$ cat config.mk
export PLATFORM = sky130hd
export DESIGN_NAME = nes_clk_rst_gen_flat
export DESIGN_NICKNAME = d
export VERILOG_FILES = /design/src/rtl/nes_pkg.sv /design/src/rtl/nes_clk_rst_gen_if.sv /design/src/rtl/nes_ce_div.sv /design/src/rtl/nes_clk_rst_gen.sv /design/src/flat_wrapper.sv
export SDC_FILE = /design/constraint.sdc
export NUM_CORES = 1
export LEC_CHECK = 0
export CAP_MARGIN = 20
export CORE_UTILIZATION = 49
export CTS_BUF_LIST = sky130_fd_sc_hd__clkbuf_4
export CTS_CLUSTER_SIZE = 40
export DETAILED_ROUTE_END_ITERATION = 8
export PLACE_DENSITY = 0.78
export SETUP_SLACK_MARGIN = 0.1
export SLEW_MARGIN = 20
export SYNTH_ARGS = -nofsm -noshare
export SYNTH_HDL_FRONTEND = slang
export SYNTH_SLANG_ARGS = --single-unit
$ cat constraint.sdc
create_clock -name sys_clock -period 1.81 [get_ports sys_clock]
set_input_delay 0.543 -clock sys_clock [delete_from_list [all_inputs] [get_ports sys_clock]]
set_output_delay 0.543 -clock sys_clock [all_outputs]
set_load 0.02 [all_outputs]
$ cat src/rtl/nes_pkg.sv
// Shared types and default divisors for the NES clock/reset generator.
// Latency: n/a (declarations only).
// Backpressure: n/a.
package nes_pkg;

    typedef enum logic [1:0] {
        HOLD   = 2'd0,
        RUN    = 2'd1,
        HALTED = 2'd2,
        STEP   = 2'd3
    } clk_state_t;

    typedef enum logic {
        NTSC = 1'b0,
        PAL  = 1'b1
    } mode_t;

    localparam int DEF_NTSC_CPU_DIV = 12;
    localparam int DEF_NTSC_PPU_DIV = 4;
    localparam int DEF_PAL_CPU_DIV  = 16;
    localparam int DEF_PAL_PPU_DIV  = 5;

    // Largest of the four divisors; sizes the shared phase counters.
    function automatic int max_div(input int a, input int b, input int c, input int d);
        int m;
        m = a;
        if (b > m) m = b;
        if (c > m) m = c;
        if (d > m) m = d;
        return m;
    endfunction

endpackage

$ cat src/rtl/nes_clk_rst_gen_if.sv
// Control/status bundle between the clock/reset generator and its consumers.
// Latency: n/a (wires only).
// Backpressure: none; enables are free-running pulses.
interface nes_clk_rst_gen_if #(
    parameter int CYC_W = 32
);
    logic             pal_mode;
    logic             halt;
    logic             step;
    logic             cpu_ce;
    logic             ppu_ce;
    logic             cpu_rst;
    logic             ppu_rst;
    logic             halted;
    logic [CYC_W-1:0] cpu_cycles;

    // Controller side: drives mode/debug requests, observes enables and resets.
    modport master (
        output pal_mode, halt, step,
        input  cpu_ce, ppu_ce, cpu_rst, ppu_rst, halted, cpu_cycles
    );

    // Generator side.
    modport slave (
        input  pal_mode, halt, step,
        output cpu_ce, ppu_ce, cpu_rst, ppu_rst, halted, cpu_cycles
    );
endinterface

$ cat src/rtl/nes_ce_div.sv
// Modulo counter 0..last_i with enable and clear; tc_o pulses on the terminal count.
// Latency: tc_o is a combinational decode of the registered count.
// Backpressure: none; en_i low simply freezes the count.
module nes_ce_div #(
    parameter int W = 4
) (
    input  logic         clk_i,
    input  logic         rst_i,
    input  logic         en_i,
    input  logic         clr_i,
    input  logic [W-1:0] last_i,   // divisor minus one
    output logic         tc_o
);
    logic [W-1:0] cnt_q;
    logic [W-1:0] cnt_d;

    assign tc_o = en_i && (cnt_q == last_i);

    // Next count: clear dominates, otherwise advance and wrap at the terminal value.
    always_comb begin
        cnt_d = cnt_q;
        if (clr_i) begin
            cnt_d = '0;
        end else if (en_i) begin
            cnt_d = tc_o ? '0 : cnt_q + W'(1);
        end
    end

    // Count register with synchronous reset.
    always_ff @(posedge clk_i) begin
        if (rst_i) begin
            cnt_q <= '0;
        end else begin
            cnt_q <= cnt_d;
        end
    end
endmodule

$ cat src/rtl/nes_clk_rst_gen.sv
// CPU/PPU clock enables from sys_clock, sequenced domain resets, debug halt/single-step.
// Latency: all outputs decode registered state; halt/step act on the next CPU boundary/cycle.
// Backpressure: none; halt freezes both enables only at a CPU cycle boundary.
module nes_clk_rst_gen
    import nes_pkg::*;
#(
    parameter int NTSC_CPU_DIV = DEF_NTSC_CPU_DIV,
    parameter int NTSC_PPU_DIV = DEF_NTSC_PPU_DIV,
    parameter int PAL_CPU_DIV  = DEF_PAL_CPU_DIV,
    parameter int PAL_PPU_DIV  = DEF_PAL_PPU_DIV,
    parameter int RST_HOLD     = 8,
    parameter int CYC_W        = 32
) (
    input logic              sys_clock,
    input logic              reset,
    nes_clk_rst_gen_if.slave bus
);
    localparam int DIV_MAX = max_div(NTSC_CPU_DIV, NTSC_PPU_DIV, PAL_CPU_DIV, PAL_PPU_DIV);
    localparam int CNT_W   = (DIV_MAX > 2) ? $clog2(DIV_MAX) : 1;
    localparam int HOLD_W  = $clog2(RST_HOLD + 1);

    clk_state_t        state_q;
    clk_state_t        state_d;
    mode_t             mode_q;
    logic [HOLD_W-1:0] hold_cnt_q;
    logic [HOLD_W-1:0] hold_cnt_d;
    logic [CYC_W-1:0]  cycles_q;
    logic [CYC_W-1:0]  cycles_d;
    logic [CNT_W-1:0]  cpu_last;
    logic [CNT_W-1:0]  ppu_last;
    logic              cnt_en;
    logic              cnt_clr;
    logic              cpu_tc;
    logic              ppu_tc;

    // Video standard is only taken while the system is held in reset.
    always_ff @(posedge sys_clock) begin
        if (reset) begin
            mode_q <= mode_t'(bus.pal_mode);
        end
    end

    assign cpu_last = (mode_q == PAL) ? CNT_W'(PAL_CPU_DIV - 1) : CNT_W'(NTSC_CPU_DIV - 1);
    assign ppu_last = (mode_q == PAL) ? CNT_W'(PAL_PPU_DIV - 1) : CNT_W'(NTSC_PPU_DIV - 1);

    // Counters run in every state except HALTED, and are zeroed on entry to HALTED
    // so that resume/step always start at a fresh CPU cycle with both phases aligned.
    assign cnt_en  = (state_q != HALTED);
    assign cnt_clr = (state_d == HALTED);

    nes_ce_div #(.W(CNT_W)) u_cpu_div (
        .clk_i  (sys_clock),
        .rst_i  (reset),
        .en_i   (cnt_en),
        .clr_i  (cnt_clr),
        .last_i (cpu_last),
        .tc_o   (cpu_tc)
    );

    nes_ce_div #(.W(CNT_W)) u_ppu_div (
        .clk_i  (sys_clock),
        .rst_i  (reset),
        .en_i   (cnt_en),
        .clr_i  (cnt_clr),
        .last_i (ppu_last),
        .tc_o   (ppu_tc)
    );

    // State, hold counter and CPU cycle counter registers.
    always_ff @(posedge sys_clock) begin
        if (reset) begin
            state_q    <= HOLD;
            hold_cnt_q <= '0;
            cycles_q   <= '0;
        end else begin
            state_q    <= state_d;
            hold_cnt_q <= hold_cnt_d;
            cycles_q   <= cycles_d;
        end
    end

    // Next state: every transition out of HOLD/RUN/STEP happens on a CPU boundary.
    always_comb begin
        state_d    = state_q;
        hold_cnt_d = hold_cnt_q;
        cycles_d   = cycles_q;
        unique case (state_q)
            HOLD: begin
                if (cpu_tc) begin
                    hold_cnt_d = hold_cnt_q + HOLD_W'(1);
                    if (hold_cnt_q == HOLD_W'(RST_HOLD - 1)) begin
                        state_d = RUN;
                    end
                end
            end
            RUN: begin
                if (cpu_tc) begin
                    cycles_d = cycles_q + CYC_W'(1);
                    if (bus.halt) begin
                        state_d = HALTED;
                    end
                end
            end
            HALTED: begin
                if (!bus.halt) begin
                    state_d = RUN;
                end else if (bus.step) begin
                    state_d = STEP;
                end
            end
            STEP: begin
                if (cpu_tc) begin
                    cycles_d = cycles_q + CYC_W'(1);
                    state_d  = bus.halt ? HALTED : RUN;
                end
            end
            default: state_d = HOLD;
        endcase
    end

    // Outputs decode the registered state and counters.
    always_comb begin
        bus.cpu_ce     = cpu_tc;
        bus.ppu_ce     = ppu_tc;
        bus.cpu_rst    = (state_q == HOLD);
        bus.ppu_rst    = (state_q == HOLD);
        bus.halted     = (state_q == HALTED);
        bus.cpu_cycles = cycles_q;
    end
endmodule

$ cat src/flat_wrapper.sv
// flat-port wrapper written by rule: the top's interface ports become plain ports
module nes_clk_rst_gen_flat import nes_pkg::*;
#(
    parameter int NTSC_CPU_DIV = DEF_NTSC_CPU_DIV,
    parameter int NTSC_PPU_DIV = DEF_NTSC_PPU_DIV,
    parameter int PAL_CPU_DIV  = DEF_PAL_CPU_DIV,
    parameter int PAL_PPU_DIV  = DEF_PAL_PPU_DIV,
    parameter int RST_HOLD     = 8,
    parameter int CYC_W        = 32
)
  (sys_clock, reset, bus_pal_mode, bus_halt, bus_step, bus_cpu_ce, bus_ppu_ce, bus_cpu_rst, bus_ppu_rst, bus_halted, bus_cpu_cycles);
  nes_clk_rst_gen_if #(.CYC_W(CYC_W)) bus_i ();
  input logic sys_clock;
  input logic reset;
  input wire logic [$bits(bus_i.pal_mode)-1:0] bus_pal_mode;
  input wire logic [$bits(bus_i.halt)-1:0] bus_halt;
  input wire logic [$bits(bus_i.step)-1:0] bus_step;
  output wire logic [$bits(bus_i.cpu_ce)-1:0] bus_cpu_ce;
  output wire logic [$bits(bus_i.ppu_ce)-1:0] bus_ppu_ce;
  output wire logic [$bits(bus_i.cpu_rst)-1:0] bus_cpu_rst;
  output wire logic [$bits(bus_i.ppu_rst)-1:0] bus_ppu_rst;
  output wire logic [$bits(bus_i.halted)-1:0] bus_halted;
  output wire logic [$bits(bus_i.cpu_cycles)-1:0] bus_cpu_cycles;
  assign bus_i.pal_mode = bus_pal_mode;
  assign bus_i.halt = bus_halt;
  assign bus_i.step = bus_step;
  assign bus_cpu_ce = bus_i.cpu_ce;
  assign bus_ppu_ce = bus_i.ppu_ce;
  assign bus_cpu_rst = bus_i.cpu_rst;
  assign bus_ppu_rst = bus_i.ppu_rst;
  assign bus_halted = bus_i.halted;
  assign bus_cpu_cycles = bus_i.cpu_cycles;
  nes_clk_rst_gen #(.NTSC_CPU_DIV(NTSC_CPU_DIV), .NTSC_PPU_DIV(NTSC_PPU_DIV), .PAL_CPU_DIV(PAL_CPU_DIV), .PAL_PPU_DIV(PAL_PPU_DIV), .RST_HOLD(RST_HOLD), .CYC_W(CYC_W)) u_core (.sys_clock(sys_clock), .reset(reset), .bus(bus_i));
endmodule
==> key figures, run 1 <==
Outcome
  – Status: complete, but fails checks
  – Violated checks: negative setup slack

Yosys
  – Asr flop ratio synth: 0%
  – Synth cell types: 42
  – Most used DFF post-synth: dfxtp_1
  – Number of flops mapped to enable cells by yosys: 1
  – Syn avg cell area: about 8.5 um2
  – Post-Syn Area: 0.00238 mm2
  – Top cells by area, synth: dfxtp_1 (39%), mux2_2 (9.0%), nor2_1 (5.8%)
  – #FFs+latches synth: 47
  – Synth cell count leaders: dfxtp_1 (46), nor2_1 (37), nand2_1 (22)
  – Top-count cell post-synth: dfxtp_1
  – Sequential area share after synthesis: about 40%
  – Mapped Cells: about 280
  – Dominant cell type by area after synthesis: dfxtp_1
  – Syn_nets: a little under 300
  – Top cell type's share of synthesized area: between 30% and 40%
  – Yosys warns: 0

Power and ir drop
  – Pwr Density: roughly 490 mW/mm2
  – Lkg Pwr: 0.00155 uW
  – Total power: 1740 uW
  – Maximum vdd drop: slightly above 0.0006 V

Worst setup path
  – WP data required: between 1 and 1.5 ns
  – Worst setup SP type: flip-flop
  – Crit Path Max Fanout: 2
  – Crit path DAT: about 1.6 ns
  – Reg2reg path depth: 8
  – Crit end category: primary output
  – CP Class: flip-flop to primary output
  – R2R setup slack: -0.15 ns

Clock network
  – Clock Tree Buf Depth: 2
  – CTS tree: done
  – Clock root buffer master: clkbuf_4
  – CTS Buf Count: 5
  – Clk slew on worst S/H paths: roughly 0.13 ns
  – Clk sinks: 47
  – H-tree depth: 2
  – Post-CTS Hold Buffers: 0
  – Later-pin clock latency in the skew report: between 0.3 and 0.4 ns

Floorplan
  – Chip Width: between 70 and 80 um
  – # IOs: 42
  – Core area: approximately 0.0047 mm2
  – Rows: 25
  – Die Y: approximately 72 um
  – Initial Utilization: about half
  – DIE AREA: between 0.005 and 0.006 mm2

Routing
  – DR WL/cell: ~15 um
  – DR vias/cell: 5.58
  – Pre-antenna DRT Iters: 4
  – Antenna Violating Nets Remaining: 0
  – Final wirelength: approximately 6400 um
  – Routed via count: 2370
  – Initial DRC Count: 75
  – DRC Markers: 0

STA
  – Crit share post-route: 120%
  – Slew @ Worst Pin: about 0.34 ns
  – Hold Vio Cnt, Final: 0
  – Relative slew slack: 76.7%
  – Final Skew: 0.00792 ns
  – Final setup viols: 17
  – Max Slew Vio Count: 0
  – Final setup TNS: -1.87 ns
  – F_max: ~460 MHz
  – Minimum clock period: roughly 2.2 ns
  – Final setup margin: -0.365 ns
  – RSZ-0062 raised after global routing: yes

Global route
  – Grt total ovfl: 0
  – Initial antenna violation count: 0
  – Largest net degree at the start of global routing: 36
  – Vias in the first global route: 2227
  – First-pass GRT wire length: 9870 um
  – Tot GR Track Use: between 20% and 30%

Cells and area
  – Layout cell share with drive strength beyond 1: between 40% and 50%
  – Area grow syn2layout: 49.7%
  – Fin nets: 379
  – Design area: 0.00357 mm2
  – Ant diodes: 0

Place
  – GPL Wtd Cong: 0.850
  – PortBufs: just over 40
  – Placed cell area: about 0.0033 mm2
  – Detailed placement HPWL: 4330 um

Min path
  – Hold depth: 2
  – Worst Hold Class: flip-flop to flip-flop

Run
  – Max-cap violations: 0
-- through the flow --
stage | hold slack [ns] | instances | setup WS (ns) | util (%)
4_1_cts | 0.507 | 419 | -0.380 | 73.1
3_3_place_gp | 0.477 | 410 | -0.410 | 70.2
5_1_grt | 0.546 | 425 | -0.421 | 76.0
3_5_place_dp | 0.488 | 410 | -0.445 | 70.2
2_1_floorplan | 0.461 | 282 | 0.00602 | -
6_report | 0.515 | 425 | -0.365 | 76.0
-- worst paths after layout --
kind | start | to
max | u_core.u_ppu_div.cnt_q[2] | bus_ppu_ce
min | u_core.bus.cpu_cycles[9] | u_core.bus.cpu_cycles[9]
max reg2reg | u_core.mode_q | u_core.bus.cpu_cycles[22]
min reg2reg | u_core.bus.cpu_cycles[9] | u_core.bus.cpu_cycles[9]
-- sequential cells by signal (all words and copies together), names as in the netlist --
register and count:
u_core.bus.cpu_cycles 32, u_core.hold_cnt_q 4, u_core.u_cpu_div.cnt_q 4, u_core.u_ppu_div.cnt_q 4, u_core.state_q 2, u_core.mode_q 1
-- metal layers --
metal,GRT usage [%],vias to the layer above,wire length [um]
met5,0,-,0
li1,-,1167,-
met2,43.8,48,3260
met1,28.1,1141,2710
met4,8.71,0,148
met3,5.77,14,253
-- timing repair --
item                       in CTS  in global routing
setup buffers                   1                  5
pin swaps                       1                  5
resized for setup              96                 53
setup endpoints to repair      62                 51
gates cloned                    0                  1
-- worst max-delay path, cell delays in order, from the launching register on --
cell	delay, ns
dfxtp_2	0.35
or4bb_4	0.53
a211oi_4	0.24
buf_6	0.15
-- cells in the final DEF (no fill, tap or decap), types with 2 or more instances in the layout --
cell type and n:
xnor2_1 4, nand3_4 4, buf_6 7, nand3_1 10, nor4_4 4, a21oi_1 14
clkbuf_2 14, nand2_1 22, nor2b_1 15, and3_1 3, clkdlybuf4s15_2 4, clkinv_1 2
nor2_4 2, or3_1 8, ha_1 3, dfxtp_1 24, inv_1 8, dfxtp_2 17
clkdlybuf4s50_1 3, clkdlybuf4s15_1 3, nor3_4 7, or3_4 3, dlygate4sd2_1 11, and4_1 6
dfxtp_4 5, xor2_1 6, o21ai_0 10, buf_4 49, nor2_1 35, nand4b_1 2
mux2_4 4, nor3_1 2, mux2_2 15, nor3_2 7, nand4_1 7, clkbuf_4 6
-- kinds of logic after synthesis --
group	count (synthesis)	share of synthesized area (%)
multiplexers	20	9.40
XOR/XNOR	12	5.04
AO/OA/AOI/OAI	32	7.45
AND/OR/NAND/NOR	145	32.3
buffers and inverters	22	3.83
flip-flops	47	39.9
adder cells (fa/ha/maj)	4	2.10
-- final cells by class --
| type | count | area [um2] |
|---|---|---|
| Multi-Input combinational cell | 214 | 1680 |
| Fill cell | 343 | 1120 |
| Sequential cell | 47 | 991 |
| Timing Repair Buffer | 93 | 743 |
| Tap cell | 54 | 67.6 |
| Clock buffer | 6 | 45.0 |
| Inverter | 9 | 33.8 |
| Clock inverter | 2 | 7.51 |
-- power breakdown --
part / leakage (uW) / internal, uW / switching, uW
Clock: 0.0000307 / 160 / 337
Sequential: 0.000394 / 1050 / 12.6
Combinational: 0.00112 / 88.2 / 95.7
Power figures use the tool's default switching activity.
==> run 2, diff against run 1 <==
CORE_UTILIZATION = 50   (was 49)
DONT_BUFFER_PORTS = 1   (was default)
PLACE_DENSITY = 0.68   (was 0.78)
==> run 2 against run 1 <==
Net effect: the flow still finishes with violations (negative setup slack); sequential share of layout area increased by 0.60 points; combinational power decreased by 18%; hold slack got worse by 0.28 ns; setup slack improved by 0.036 ns; cell area decreased by 2.7%; sequential power about the same; flip-flop and latch count unchanged; total power decreased by 1.4%; via count decreased by 4.4%; die area decreased by 1.9%; critical endpoint unchanged; largest cell class unchanged.
==> key figures, run 2 (synthesized netlist as in run 1, its figures left out) <==
Floorplan
  – DIE AREA: 0.00505 mm2 (-1.9%)
  – Rows: 24 (-4.0%)
  – Die Y: 71.0 um (-0.98%)
  – # IOs: 42 (unchanged)
  – Initial Utilization: 53.3% (+2.5 points)
  – Core area: 0.00447 mm2 (-4.6%)
  – Chip Width: 71.0 um (-0.98%)

Global route
  – First-pass GRT wire length: 9940 um (+0.76%)
  – Initial antenna violation count: 0 (unchanged)
  – Largest net degree at the start of global routing: 60 (+67%)
  – Tot GR Track Use: 24.6% (+0.20 points)
  – Grt total ovfl: 0 (unchanged)
  – Vias in the first global route: 2247 (+0.90%)

Worst setup path
  – Worst setup SP type: flip-flop
  – Crit-path max cell delay: 0.53 ns (about the same)
  – Crit path DAT: 1.60 ns (-0.03 ns)
  – Buf/Inv on CP: 0 (-1)
  – Crit Path Max Fanout: 2 (unchanged)
  – WP data required: 1.27 ns (about the same)
  – CP Class: flip-flop to primary output
  – Top Family by Delay on Critical Path: simple AND/OR/NAND/NOR gates
  – CP max stage cell: or4bb_4
  – Crit end category: primary output
  – Crit-path cells: or4bb_4 > a211oi_4

Cells and area
  – Commonest non-fill, non-tap cell in the layout: buf_4
  – Design area: 0.00347 mm2 (-2.7%)
  – Layout fillers: 294 (-14%)
  – Area grow syn2layout: 45.6%
  – Max FFs per register: 32 (unchanged)
  – Most frequent cells in the layout: buf_4 (64), nor2_1 (35), dfxtp_1 (27)
  – Multi-input gate area: 0.00175 mm2 (+4.2%)
  – Fin nets: 358 (-5.5%)
  – Area occupied by registers: 985 um2 (-0.63%)
  – Layout cell share with drive strength beyond 1: 46.9% (+3.2 points)
  – Ant diodes: 0 (unchanged)

STA
  – Slew @ Worst Pin: 0.377 ns (+0.0321 ns)
  – RSZ-0062 raised after global routing: yes
  – Max Slew Vio Count: 0 (unchanged)
  – F_max: 468 MHz (+1.7%)
  – Final setup TNS: -2.43 ns (-0.553 ns)
  – Final setup margin: -0.329 ns (+0.0363 ns)
  – Hold Vio Cnt, Final: 0 (unchanged)
  – Relative slew slack: 74.8% (-1.9 points)
  – Crit share post-route: 118% (-2.0 points)
  – Final setup viols: 22 (+5)
  – Minimum clock period: 2.14 ns (-0.0363 ns)
  – Final Skew: 0.0115 ns (+0.00363 ns)

Place
  – Detailed placement HPWL: 3940 um (-8.9%)
  – PortBufs: 0 (-100%)
  – Placed cell area: 0.00292 mm2 (-11%)
  – GPL Wtd Cong: 0.765 (-10%)

Routing
  – Initial DRC Count: 96 (+28%)
  – DR vias/cell: 5.64 (+1.1%)
  – Antenna Violating Nets Remaining: 0 (unchanged)
  – DRC Markers: 0 (unchanged)
  – Final wirelength: 6030 um (-5.3%)
  – Pre-antenna DRT Iters: 6 (+2)
  – Routed via count: 2266 (-4.4%)
  – DR WL/cell: 15.0 um (about the same)

Min path
  – Worst Hold Class: primary input to flip-flop

Outcome
  – Status: complete, but fails checks
  – Violated checks: negative setup slack

Clock network
  – Clk slew on worst S/H paths: 0.14 ns (about the same)
  – CTS tree: done
  – Post-CTS Hold Buffers: 0 (unchanged)
  – CTS Buf Count: 5 (unchanged)
  – Clk sinks: 47 (unchanged)
  – H-tree depth: 2 (unchanged)
  – Clock Tree Buf Depth: 2 (unchanged)
  – Later-pin clock latency in the skew report: 0.36 ns (about the same)
  – Clock root buffer master: clkbuf_4

Power and ir drop
  – Maximum vdd drop: 0.000437 V (-28%)
  – Lkg Pwr: 0.00151 uW (-2.6%)
  – Pwr Density: 495 mW/mm2 (+1.4%)

Run
  – Max-cap violations: 0 (unchanged)
## run 2: final cells by class
type                       instances  share of cell area (%)
clock inverter                     2                   0.361
clock buffer                       6                    1.30
tap                               52                    1.88
multi-input combinational        213                    50.4
inverter                           9                    1.08
sequential                        47                    28.4
timing repair buffer              73                    16.6
## run 2: what timing repair did
item                                    in CTS  in global routing
pin swaps                                   12                 10
gates cloned                                 0                  1
setup buffers                               17                  3
endpoints found under the setup margin      26                 43
resized for setup                           41                 25
## run 2: worst reg2reg max path, cell delays in order (launching register included)
cell and delay [ns]:
edfxtp_1 0.43, buf_4 0.18, buf_4 0.15, xor2_4 0.15, or3_4 0.46, nor4_4 0.18, mux2_4 0.33
## run 2: stage by stage
stage	hold slack [ns]	util, %	std cells	setup WS [ns]	power [uW]
2_1_floorplan	0.461	-	282	0.00602	1160
3_3_place_gp	0.470	65.2	373	-0.0253	1180
3_5_place_dp	0.479	65.2	373	-0.0857	1190
4_1_cts	0.207	73.8	398	-0.373	1700
5_1_grt	0.199	77.5	402	-0.388	1790
6_report	0.230	77.5	402	-0.329	1720
## run 2: worst paths after layout
kind                                   from                         to  slack (ns)  cells after the start
setup / recovery  u_core.u_ppu_div.cnt_q[2]                 bus_ppu_ce       -0.33                      2
hold / removal                        reset  u_core.bus.cpu_cycles[20]        0.23                      1
setup reg to reg              u_core.mode_q  u_core.bus.cpu_cycles[16]       -0.16                      6
hold reg to reg   u_core.u_cpu_div.cnt_q[1]  u_core.u_cpu_div.cnt_q[1]        0.50                      2
## run 2: where the power goes
| part | total [uW] | switching (uW) | internal [uW] |
|---|---|---|---|
| registers | 1060 | 15.0 | 1050 |
| logic | 150 | 70.1 | 79.8 |
| clock network | 503 | 337 | 165 |
## run 2: routing by layer
metal  wire (um)  share of wire [%]  global-route usage [%]  vias to the layer above
met4          79                1.3                    7.11                        0
met3         247                4.1                    5.98                       11
met5           0                  0                       0                        -
met1        2650                 44                    30.2                     1089
met2        3050                 51                    42.8                       45
li1            -                  -                       -                     1121
